==> src/rtl/fifo_sync.sv <==
// fifo_sync: synchronous circular-buffer FIFO placed upstream of flow_control.
// Words come out in the order they went in, one cycle after the pop that reads them.
// The status flags are decoded from the registered occupancy count, so push and pop
// have no combinational path to them. A sticky error flag records any overflow or
// underflow. After an error the FIFO keeps operating normally until reset.
module fifo_sync #(
  parameter int DATA_WIDTH = 6,
  parameter int ADDR_WIDTH = 2,
  parameter int AE_TH      = 1,
  parameter int AF_TH      = 3
) (
  input  logic                  clk,
  input  logic                  reset_L,
  input  logic                  push,
  input  logic [DATA_WIDTH-1:0] data_in,
  input  logic                  pop,
  output logic [DATA_WIDTH-1:0] data_out,
  output logic                  valid_out,
  output logic                  Fifo_empty,
  output logic                  Fifo_full,
  output logic                  almost_empty,
  output logic                  almost_full,
  output logic                  error_out
);

  localparam int DEPTH = 2 ** ADDR_WIDTH;

  // Sized constants used for pointer and count arithmetic and for the threshold compares.
  localparam logic [ADDR_WIDTH-1:0] PTR_ONE   = (ADDR_WIDTH)'(1);
  localparam logic [ADDR_WIDTH:0]   CNT_ONE   = (ADDR_WIDTH + 1)'(1);
  localparam logic [ADDR_WIDTH:0]   CNT_ZERO  = (ADDR_WIDTH + 1)'(0);
  localparam logic [ADDR_WIDTH:0]   CNT_DEPTH = (ADDR_WIDTH + 1)'(DEPTH);
  localparam logic [ADDR_WIDTH:0]   AE_C      = (ADDR_WIDTH + 1)'(AE_TH);
  localparam logic [ADDR_WIDTH:0]   AF_C      = (ADDR_WIDTH + 1)'(AF_TH);

  // Storage array. It is left out of reset on purpose, because only the pointers and
  // the count define which entries are valid.
  logic [DATA_WIDTH-1:0] mem_r [DEPTH];

  logic [ADDR_WIDTH-1:0] wr_ptr_r;
  logic [ADDR_WIDTH-1:0] rd_ptr_r;
  logic [ADDR_WIDTH:0]   count_r;
  logic [ADDR_WIDTH-1:0] wr_ptr_nxt_s;
  logic [ADDR_WIDTH-1:0] rd_ptr_nxt_s;
  logic [ADDR_WIDTH:0]   count_nxt_s;
  logic [DATA_WIDTH-1:0] data_out_r;
  logic                  valid_r;
  logic                  error_r;

  logic empty_s;
  logic full_s;
  logic pop_ok_s;
  logic push_ok_s;
  logic overflow_s;
  logic underflow_s;

  // Occupancy decodes, which depend only on registered state.
  assign empty_s = (count_r == CNT_ZERO);
  assign full_s  = (count_r == CNT_DEPTH);

  // Acceptance and error qualification for this cycle's requests.
  // A push into a full FIFO is still accepted when a pop frees a slot in the same cycle.
  // A pop on an empty FIFO is never accepted: there is no fall-through path.
  assign pop_ok_s    = pop & ~empty_s;
  assign push_ok_s   = push & (~full_s | pop_ok_s);
  assign overflow_s  = push & full_s & ~pop_ok_s;
  assign underflow_s = pop & empty_s;

  // Next-state computation for the pointers and the occupancy count.
  always_comb begin
    wr_ptr_nxt_s = wr_ptr_r;
    rd_ptr_nxt_s = rd_ptr_r;
    count_nxt_s  = count_r;
    if (push_ok_s) begin
      wr_ptr_nxt_s = wr_ptr_r + PTR_ONE;
    end else begin
      wr_ptr_nxt_s = wr_ptr_r;
    end
    if (pop_ok_s) begin
      rd_ptr_nxt_s = rd_ptr_r + PTR_ONE;
    end else begin
      rd_ptr_nxt_s = rd_ptr_r;
    end
    case ({push_ok_s, pop_ok_s})
      2'b10:   count_nxt_s = count_r + CNT_ONE;
      2'b01:   count_nxt_s = count_r - CNT_ONE;
      2'b11:   count_nxt_s = count_r;
      2'b00:   count_nxt_s = count_r;
      default: count_nxt_s = count_r;
    endcase
  end

  // Pointer and count registers. An asserted reset discards all stored words immediately.
  always_ff @(posedge clk or negedge reset_L) begin
    if (!reset_L) begin
      wr_ptr_r <= '0;
      rd_ptr_r <= '0;
      count_r  <= '0;
    end else begin
      wr_ptr_r <= wr_ptr_nxt_s;
      rd_ptr_r <= rd_ptr_nxt_s;
      count_r  <= count_nxt_s;
    end
  end

  // Storage write port. Only an accepted push writes, so a dropped word never lands in memory.
  always_ff @(posedge clk) begin
    if (push_ok_s) begin
      mem_r[wr_ptr_r] <= data_in;
    end
  end

  // Registered read port. When no pop is accepted, data_out keeps its last word
  // and valid_out is cleared.
  always_ff @(posedge clk or negedge reset_L) begin
    if (!reset_L) begin
      data_out_r <= '0;
      valid_r    <= 1'b0;
    end else if (pop_ok_s) begin
      data_out_r <= mem_r[rd_ptr_r];
      valid_r    <= 1'b1;
    end else begin
      data_out_r <= data_out_r;
      valid_r    <= 1'b0;
    end
  end

  // Sticky error flag. Once set, it is cleared only by reset.
  always_ff @(posedge clk or negedge reset_L) begin
    if (!reset_L) begin
      error_r <= 1'b0;
    end else if (overflow_s || underflow_s) begin
      error_r <= 1'b1;
    end else begin
      error_r <= error_r;
    end
  end

  assign data_out     = data_out_r;
  assign valid_out    = valid_r;
  assign error_out    = error_r;
  assign Fifo_empty   = empty_s;
  assign Fifo_full    = full_s;
  assign almost_empty = (count_r <= AE_C);
  assign almost_full  = (count_r >= AF_C);

endmodule

==> config.mk <==
export PLATFORM = sky130hd
export DESIGN_NAME = fifo_sync
export DESIGN_NICKNAME = d
export VERILOG_FILES = /design/src/rtl/fifo_sync.sv
export SDC_FILE = /design/constraint.sdc
export NUM_CORES = 1
export LEC_CHECK = 0
export CORE_ASPECT_RATIO = 0.5
export CORE_MARGIN = 2
export CORE_UTILIZATION = 60
export CTS_BUF_LIST = sky130_fd_sc_hd__clkbuf_2 sky130_fd_sc_hd__clkbuf_4 sky130_fd_sc_hd__clkbuf_8
export DETAILED_ROUTE_END_ITERATION = 10
export PLACE_DENSITY = 0.85
export SLEW_MARGIN = 20
export SYNTH_ARGS = -nofsm -noshare
export SYNTH_HDL_FRONTEND = slang
export SYNTH_SLANG_ARGS = --single-unit
==> constraint.sdc <==
create_clock -name clk -period 4.6 [get_ports clk]
set_input_delay 1.38 -clock clk [delete_from_list [all_inputs] [get_ports clk]]
set_output_delay 1.38 -clock clk [all_outputs]
set_load 0.005 [all_outputs]
# After elaboration in Yosys (flattened, before gate mapping)
# Memory sizes are Yosys's and may differ from the RTL's. A register that Yosys moved wholly into a read port is not among the register bits.
# Cells that the tools add are included.
dict set report word_totals {
  register_bits 9
  ramBits 24
  out_inout_bits 12
  mem_count 1
}
# memory depth word_bits rd rd_ports_with_merged_regs wr line
set memory_table {}
lappend memory_table {mem_r 4 6 1 1 1 38} ;# logic [DATA_WIDTH-1:0] mem_r [DEPTH];
dict set report classes {
  addsub 4
  order_cmp 2
  eq_ne 4
  muxes 4
  bitwise_logic 9
  n_reduce_logical 5
}
# operator count
set ops {}
lappend ops {{$pmux 3 s2} 1}
lappend ops {{$and 1x1->1} 5}
lappend ops {{$add 2x1->2 const B} 2}
lappend ops {{$eq 2x2->1 const B} 2}
lappend ops {{$add 3x1->3 const B} 1}
lappend ops {{$eq 3x3->1 const B} 1}
lappend ops {{$ge 3x2->1 const B} 1}
lappend ops {{$le 3x1->1 const B} 1}
lappend ops {{$logic_not 3->1} 1}
lappend ops {{$mux 1} 3}
lappend ops {{$not 1->1} 3}
lappend ops {{$sub 3x1->3 const B} 1}
lappend ops {{$eq 2x1->1 const B} 1}
lappend ops {{$logic_not 2->1} 1}
lappend ops {{$reduce_or 2->1} 1}
lappend ops {{$logic_not 1->1} 1}
lappend ops {{$logic_or 1x1->1} 1}
lappend ops {{$or 1x1->1} 1}

# Longest topological paths before layout
dict set report logic_depth {
  word_depth 7
  depth_mapped 7
}

# Worst setup path after synthesis
# Ideal clock, no wire load.
dict set report synth_path {
  path_kind {flip-flop to output port}
  startpoint {register count_r[1]}
  endpoint {output Fifo_empty}
  arrival_time_ns 1.038
  required_ns 3.220
  path_slack_ns 2.182
  path_stages_with_launch 6
  n_path_buf 1
  path_cell_list {dfrtp_1 -> inv_1 -> ha_1 -> clkbuf_2 -> nand2b_1 -> inv_1}
}
dict set report synth_between {
  elab_chain_len 1
}
# item line
set synth_lines {}
lappend synth_lines {{from (decl)} 42} ;# logic [ADDR_WIDTH:0] count_r;
lappend synth_lines {{from (signal assigned)} 102} ;# count_r <= count_nxt_s;
lappend synth_lines {{$logic_not 3->1} 58} ;# assign empty_s = (count_r == CNT_ZERO);
lappend synth_lines {{to (decl)} 19} ;# output logic Fifo_empty,
# Every way passes these cells.

# Worst setup path after layout
# Same ends and word-level chain as after synthesis.

==> impl_summary.md <==
Drt
The count of nets left with antenna violations once routing finished came out at 0. The number of optimization iterations in the first detailed-route pass is 4. The detailed-route vias per instance is ~5.6. The number of design-rule violations left by the first detailed-router iteration is 52. Summed over all layers, the routed wires come to 2928 microns. The detailed-route wire length per cell is approximately 17 microns. The post-detailed-route DRC marker count is 0. For this block, the via count after detailed routing is about 990.

Layout
The finished cells cover roughly 0.002 sq mm. The number of antenna diodes in the final layout is 0. The share of layout cells above drive strength 1 is 0.1571. The final net count is 158. The synthesis-to-layout area growth is 17.73%. The number of cells in the finished layout apart from fillers is 177.

Power
The switching component of the power is 391.7 uW. The power per standard cell area is between 500 and 600 mW/mm^2. Of the total power, the share spent switching nets is 0.3170. The share of total power dissipated in combinational logic is 0.357. The share of total power dissipated in the clock network is 0.183. For this design the static power due to leakage is 0.0007956 uW. The peak ir drop on the vdd network is a little under 0.0004 V. The internal portion of the total power is approximately 840 uW.

The share of total power dissipated in sequential elements is 0.460.

STA
The pin slew with the least headroom to its limit is 708.5 ps. The minimum clock period after layout is roughly 3400 ps. After layout, the worst setup slack is around 1200 ps.

Setup repair after global routing left no endpoint under its margin. The final worst-path cycle share is 0.7443. The max-slew violation count came to 0.

The relative slew slack is 0.5262. The summed negative setup slack over all endpoints is 0 ps. Setup violations remaining at the end of the flow were counted as 0. The number of failing hold endpoints at the final stage came to 0. For the final database, setup skew stands at 3.668 ps.

Based on the critical path, the design can be clocked at up to 292.1 MHz.

Yosys
Counting instances in the post-synthesis netlist gives the leading cell types as edfxtp_1 (24), dfrtp_1 (15), ha_1 (9), inv_1 (9), mux2_2 (7). The main flop type after synthesis is edfxtp_1. The average cell area after synthesis is 14.96 sq um. Of the post-synthesis cell area, the dominant cell type holds 0.4117. The main combinational cell family by area after synthesis is multiplexers.

The synthesized-area fraction occupied by ao, oa, aoi and oai cells was 0.06719. Synthesis produced a netlist with a net count of 136. The cell type contributing the most total cell area after synthesis is edfxtp_1. Counting flops with a built-in enable in the synthesized netlist gives 24. The basic-gate share of the synthesized area counting and, or, nand and nor cells is 0.05575. The number of warning messages in the yosys log is 0.

The netlist uses 28 different library cells. Of all flip-flops after synthesis, the portion carrying an async set or reset was 0.3846. The area share of fa/ha/maj cells after synthesis is 0.06433. The most frequently used cell type in the post-synthesis netlist is edfxtp_1. In this run the cell area of the synthesized design comes to 0.001750 sq mm. In the post-synthesis netlist, the biggest area contributors are edfxtp_1 (41%), dfrtp_1 (21%), mux4_2 (7.7%), ha_1 (6.4%), mux2_2 (4.5%). The post-synthesis instance total is 117. The fraction of synthesized area in multiplexers is 0.1222. The parity-gate share of the synthesized area counting xor and xnor cells is 0.02502. The share of the Yosys chip area taken by registers is 0.6262. Synthesis inferred 39 register bits.

Setup path
The worst reg2reg path depth is 5. The setup path with the least slack is of type flip-flop to output port. The sort of element at the start of the critical path is a flip-flop.

The worst path required time is roughly 3200 ps. The data arrival time of the critical path is 2040 ps. Of all nets on the critical path, the largest fanout is 9.

The kind of end point of the critical path is an output port. The setup slack of the most critical reg-to-reg path is 2630 ps.

Floorplan
From left edge to right edge, the die measures 80.39 microns. The initial utilization of the core area, before any placement, comes to 0.6522. The region available for standard cell placement spans 0.002684 sq mm. The I/O pin count is 22. In this run the vertical extent of the chip is 42.20 microns. The row count is 13.

The die area is 0.003392 sq mm.

Placement
The number of placed cells counting well taps is 169. OpenSTA, run right after detailed placement, puts the worst setup slack at approximately 1500 ps. In this run the tool buffered the top-level ports with 21 buffer cells. Routability-driven placement finished with a final weighted congestion of 0.8702. The HPWL after detailed placement is 2182 microns.

The placed standard-cell area is around 0.0020 sq mm.

Hold path
Along the worst hold path, the cell count comes to 1. The path type of the worst min-delay path is flip-flop to flip-flop.

Global routing
Entering global routing, the biggest net connects 16 pins. The initial antenna violation count was 0. The number of global-route vias before repair is 898.

The first global-routing pass estimated 4754 microns of wire. In the global route stage, overall resource usage came out at 0.2058. After global routing the overflow that remains totals 0.

Clock tree
Clock-pin slew was measured on the worst setup and hold paths at 80 ps. The master cell of the clock root buffer is clkbuf_8. The source-to-sink clock delay at the later pin of the worst-skew pair is 290 ps. The maximum level of the CTS H-tree is 2. The TritonCTS clock tree is done. The number of instances resized during post-cts repair is 0. The clock sink total is 39. Buffers added to address setup during post-CTS repair amount to 0. The number of buffers created by CTS is 5. The quantity of hold-fixing buffers added after cts is 0.

The number of buffers on the longest clock path is 2.

Status
The flow ran to the end, and the final reports show no timing, DRC or antenna violations.

Run
Max-cap violations in this run came to 0.
-- cells by family after synthesis --
logic type | count (synthesis)
compound gates | 17
xor+xnor | 5
fa+ha+maj | 9
buf+inv | 15
flops | 39
mux | 13
simple gates | 19
-- critical path, stage by stage (launching register included) --
cell             delay [ps]
dfrtp_1                 450
inv_1                   160
ha_1                    360
nand2b_1                160
inv_1                   120
clkdlybuf4s50_1         510
-- sequential cells by signal, summed over array words and instances (netlist names) --
register	count
mem_r	24
error_out	1
valid_out	1
count_r	3
rd_ptr_r	2
data_out	6
wr_ptr_r	2
-- path summary, 6_finish.rpt --
| path | start | to |
|---|---|---|
| hold / removal | error_out$_DFFE_PN0P_ | error_out$_DFFE_PN0P_ |
| setup / recovery | count_r[1]$_DFFE_PN0N_ | Fifo_empty |
| setup reg to reg | count_r[1]$_DFFE_PN0N_ | mem_r[3][1]$_DFFE_PP_ |
| max in group asynchronous | reset_L | rd_ptr_r[0]$_DFFE_PN0N_ |
| hold reg to reg | error_out$_DFFE_PN0P_ | error_out$_DFFE_PN0P_ |
| min in group asynchronous | reset_L | wr_ptr_r[1]$_DFFE_PN0P_ |
-- power groups by stage --
stage	clock network, uW	registers (uW)	logic [uW]
2_1_floorplan	0	526	329
3_3_place_gp	0	569	426
3_5_place_dp	0	577	445
4_1_cts	233	571	445
5_1_grt	247	586	490
6_report	226	569	441
-- area by class of cell --
type	count	area, sq um
Fill cell	169	623.1
Sequential cell	39	1096
Clock inverter	3	20.02
Timing Repair Buffer	21	210.2
Clock buffer	5	68.82
Inverter	9	33.78
Tap cell	37	46.29
Multi-Input combinational cell	63	585.6
-- through the flow --
stage               hold slack [ps]  total power [uW]  utilization
finish                        458.8              1236       0.7678
CTS                           465.7              1248       0.7678
global route                  488.7              1322       0.7678
floorplan                     451.0             855.2            -
detailed placement            448.2              1022       0.7347
global placement              437.7             995.4       0.7347
-- metal layers --
metal | global-route usage | up-vias | share of wire
li1 | - | 461 | -
met1 | 0.3052 | 488 | 0.47
met2 | 0.2800 | 38 | 0.45
met3 | 0.09052 | 2 | 0.073
met4 | 0.05085 | 0 | 0.0058
met5 | 0 | - | 0
-- placed cells by master (no fill, tap or decap) --
master	n
a211oi_1	1
a21boi_0	1
a21o_1	2
a21oi_1	2
a221oi_2	1
a311oi_1	1
a31oi_1	1
a32o_1	1
and2_1	4
clkbuf_8	5
clkdlybuf4s50_1	21
clkinv_1	1
clkinv_4	1
clkinvlp_4	1
dfrtp_1	15
edfxtp_1	24
ha_1	9
inv_1	9
mux2_2	7
mux4_2	6
nand2_1	3
nand2_2	1
nand2b_1	3
nand3_1	1
nor2_1	5
nor2b_1	2
o21a_1	1
o21ai_0	6
xnor2_1	5
Note: power is estimated with default switching activity, not from simulation.
==> RTL change: new RTL, same flow settings <==
The parameter `DATA_WIDTH` goes from 6 to 12.
--- a/src/rtl/fifo_sync.sv
+++ b/src/rtl/fifo_sync.sv
@@ -6,3 +6,3 @@
 module fifo_sync #(
-  parameter int DATA_WIDTH = 6,
+  parameter int DATA_WIDTH = 12,
   parameter int ADDR_WIDTH = 2,
Ports: changed (resized data_in and data_out); port bits go from 22 to 34. The function was not compared with the original's and may differ.
==> RTL change against the unedited design <==
  * Global-route usage grew 1.5 points
  * Sequential share of layout area is 6.6 points higher
  * Sequential power increased by 73%
  * Synthesized cell count increased by 24%
  * Area after synthesis grew 59%
  * Wire length grew 67%
  * Final area increased by 60%
  * Non-clock buffer count is 12 higher
  * Count of clock-buffer cells in the layout is 5 higher
  * Sequential cell count increased by 30
  * Setup slack improved by 0.24 ns
  * Power rose by 66%
  * Largest power group unchanged
  * Highest routed layer unchanged
==> RTL change: results (changes against the unedited design) <==
metric	value	unit	change
worst clock skew	0.01056	ns	+0.006897 ns
DRC	0		unchanged
share of cells above drive strength 1	0.1895		+0.03233
DP HPWL	3.124	mm	+43%
pre-CTS setup slack	1.318	ns	-0.1859 ns
DR iter-0 viols	94		+81%
post-cts resize count	0		unchanged
prevailing post-synth register cell	edfxtp_1		
Clock Latency Late Sink	0.34	ns	+0.05 ns
ANT cells	0		unchanged
final hold slack	0.4740	ns	+0.01522 ns
vias in the first global route	1420		+58%
DR vias/cell	5.595		+0.14%
number of setup buffers added after CTS	0		unchanged
Yosys Warn Count	0		unchanged
list of most frequent post-synthesis cells	48 x edfxtp_1, 21 x dfrtp_1, 12 x mux2_2		
Post-synth ARST share	0.3043		-0.08027
global-route wire length before repair	7.700	mm	+62%
VDD IR max	288.6	µV	-27%
GPL Wtd Cong	0.7129		-18%
max reg flops	48		+100%
H-tree lvl count	3		+1
status	completed		
leak pwr	1.234	nW	+55%
Root Driver	clkbuf_8		
syn nets	171		+26%
largest stage delay on the critical path	0.49	ns	-0.02 ns
WP data arrival	1.80	ns	-0.24 ns
Critical Path Slowest Stage Cell	clkdlybuf4s50_1		
I/O Buffers	33		+57%
clk slew on worst S/H paths	0.07	ns	
top cells by area, synth	edfxtp_1 52%, dfrtp_1 19%, mux4_2 6.5%, mux2_2 4.9%, ha_1 4.5%		
CP Max Fanout	4		-5
TritonCTS buffer count	9		+4
CP delay by family, top	buffers and inverters		
type of the worst min-delay path	flop to flop		
Sw Pwr	606.7	µW	+55%
Tmin final	3.185	ns	-0.2392 ns
Post-synth EDFFs	48		+100%
clock buffer depth	2		unchanged
Top reg by flops	mem_r		
nets@finish	211		+34%
initial antenna violation count	0		unchanged
R2R Setup Slk	2.31	ns	-0.32 ns
largest net degree at the start of global routing	22		+6
Seq/Total Area, Yosys	0.7087		+0.08259
GRT Total Usage	0.2204		+0.01457
Total Routed Length	4.883	mm	+67%
DRT Pass-1 Iters	4		unchanged
Slew @ Worst Pin	0.8233	ns	+0.1149 ns
Cell variety after synth	24		-14%
[RTL change: final cells by class]
type                       count  area [µm²]
clock buffer                  10       131.4
multi-input combinational     63       733.2
clock inverter                 6       30.03
sequential                    69        1967
fill                         258        1132
tap                           57       71.32
timing repair buffer          33       325.3
inverter                       9       33.78
[RTL change: power groups by stage]
stage / Sequential (mW) / Combinational (mW) / Clock [mW]
floorplan: 0.926 / 0.456 / 0
global placement: 0.982 / 0.621 / 0
detailed placement: 0.998 / 0.651 / 0
CTS: 0.989 / 0.662 / 0.417
global route: 1.01 / 0.709 / 0.438
finish: 0.986 / 0.654 / 0.409
[RTL change: path summary, 6_finish.rpt]
kind / start / endpoint / cells after the start
worst max-delay path: count_r[0]$_DFFE_PN0N_ / Fifo_empty / 5
worst min-delay path: error_out$_DFFE_PN0P_ / error_out$_DFFE_PN0P_ / 1
worst max register to register: count_r[0]$_DFFE_PN0N_ / count_r[2]$_DFFE_PN0N_ / 8
worst min register to register: error_out$_DFFE_PN0P_ / error_out$_DFFE_PN0P_ / 1
max in group asynchronous: reset_L / wr_ptr_r[1]$_DFFE_PN0P_ / 1
min in group asynchronous: reset_L / data_out[8]$_DFFE_PN0P_ / 1
[RTL change: worst reg2reg max path, delay by kind of cell, from the launching register on]
family	cells	cell delay [ns]
DFF	1	0.43
and+or+nand+nor	2	0.60
adders and majority gates	2	0.62
AOI/OAI and AO/OA	2	0.24
buffers and inverters	2	0.27
[RTL change: kinds of logic after synthesis]
family | share of synthesized area
adder cells (fa/ha/maj) | 0.04509
AND/OR/NAND/NOR | 0.02660
multiplexers | 0.1555
buffers and inverters | 0.02705
flip-flops | 0.7087
XOR/XNOR | 0.01578
AO/OA/AOI/OAI | 0.02119
[RTL change: metrics by stage]
step           cell area (µm²)  utilization  instances
2_1_floorplan             2775            -        145
3_3_place_gp              3136       0.7087        231
3_5_place_dp              3136       0.7087        231
4_1_cts                   3297       0.7452        247
5_1_grt                   3292       0.7441        247
6_report                  3292       0.7441        247
[RTL change: metal layers]
| metal | vias up | GRT usage | wire, µm |
|---|---|---|---|
| li1 | 634 | - | - |
| met1 | 705 | 0.2625 | 1997 |
| met2 | 38 | 0.3680 | 2595 |
| met3 | 5 | 0.08737 | 245 |
| met4 | 0 | 0.08904 | 44 |
| met5 | - | 0 | 0 |
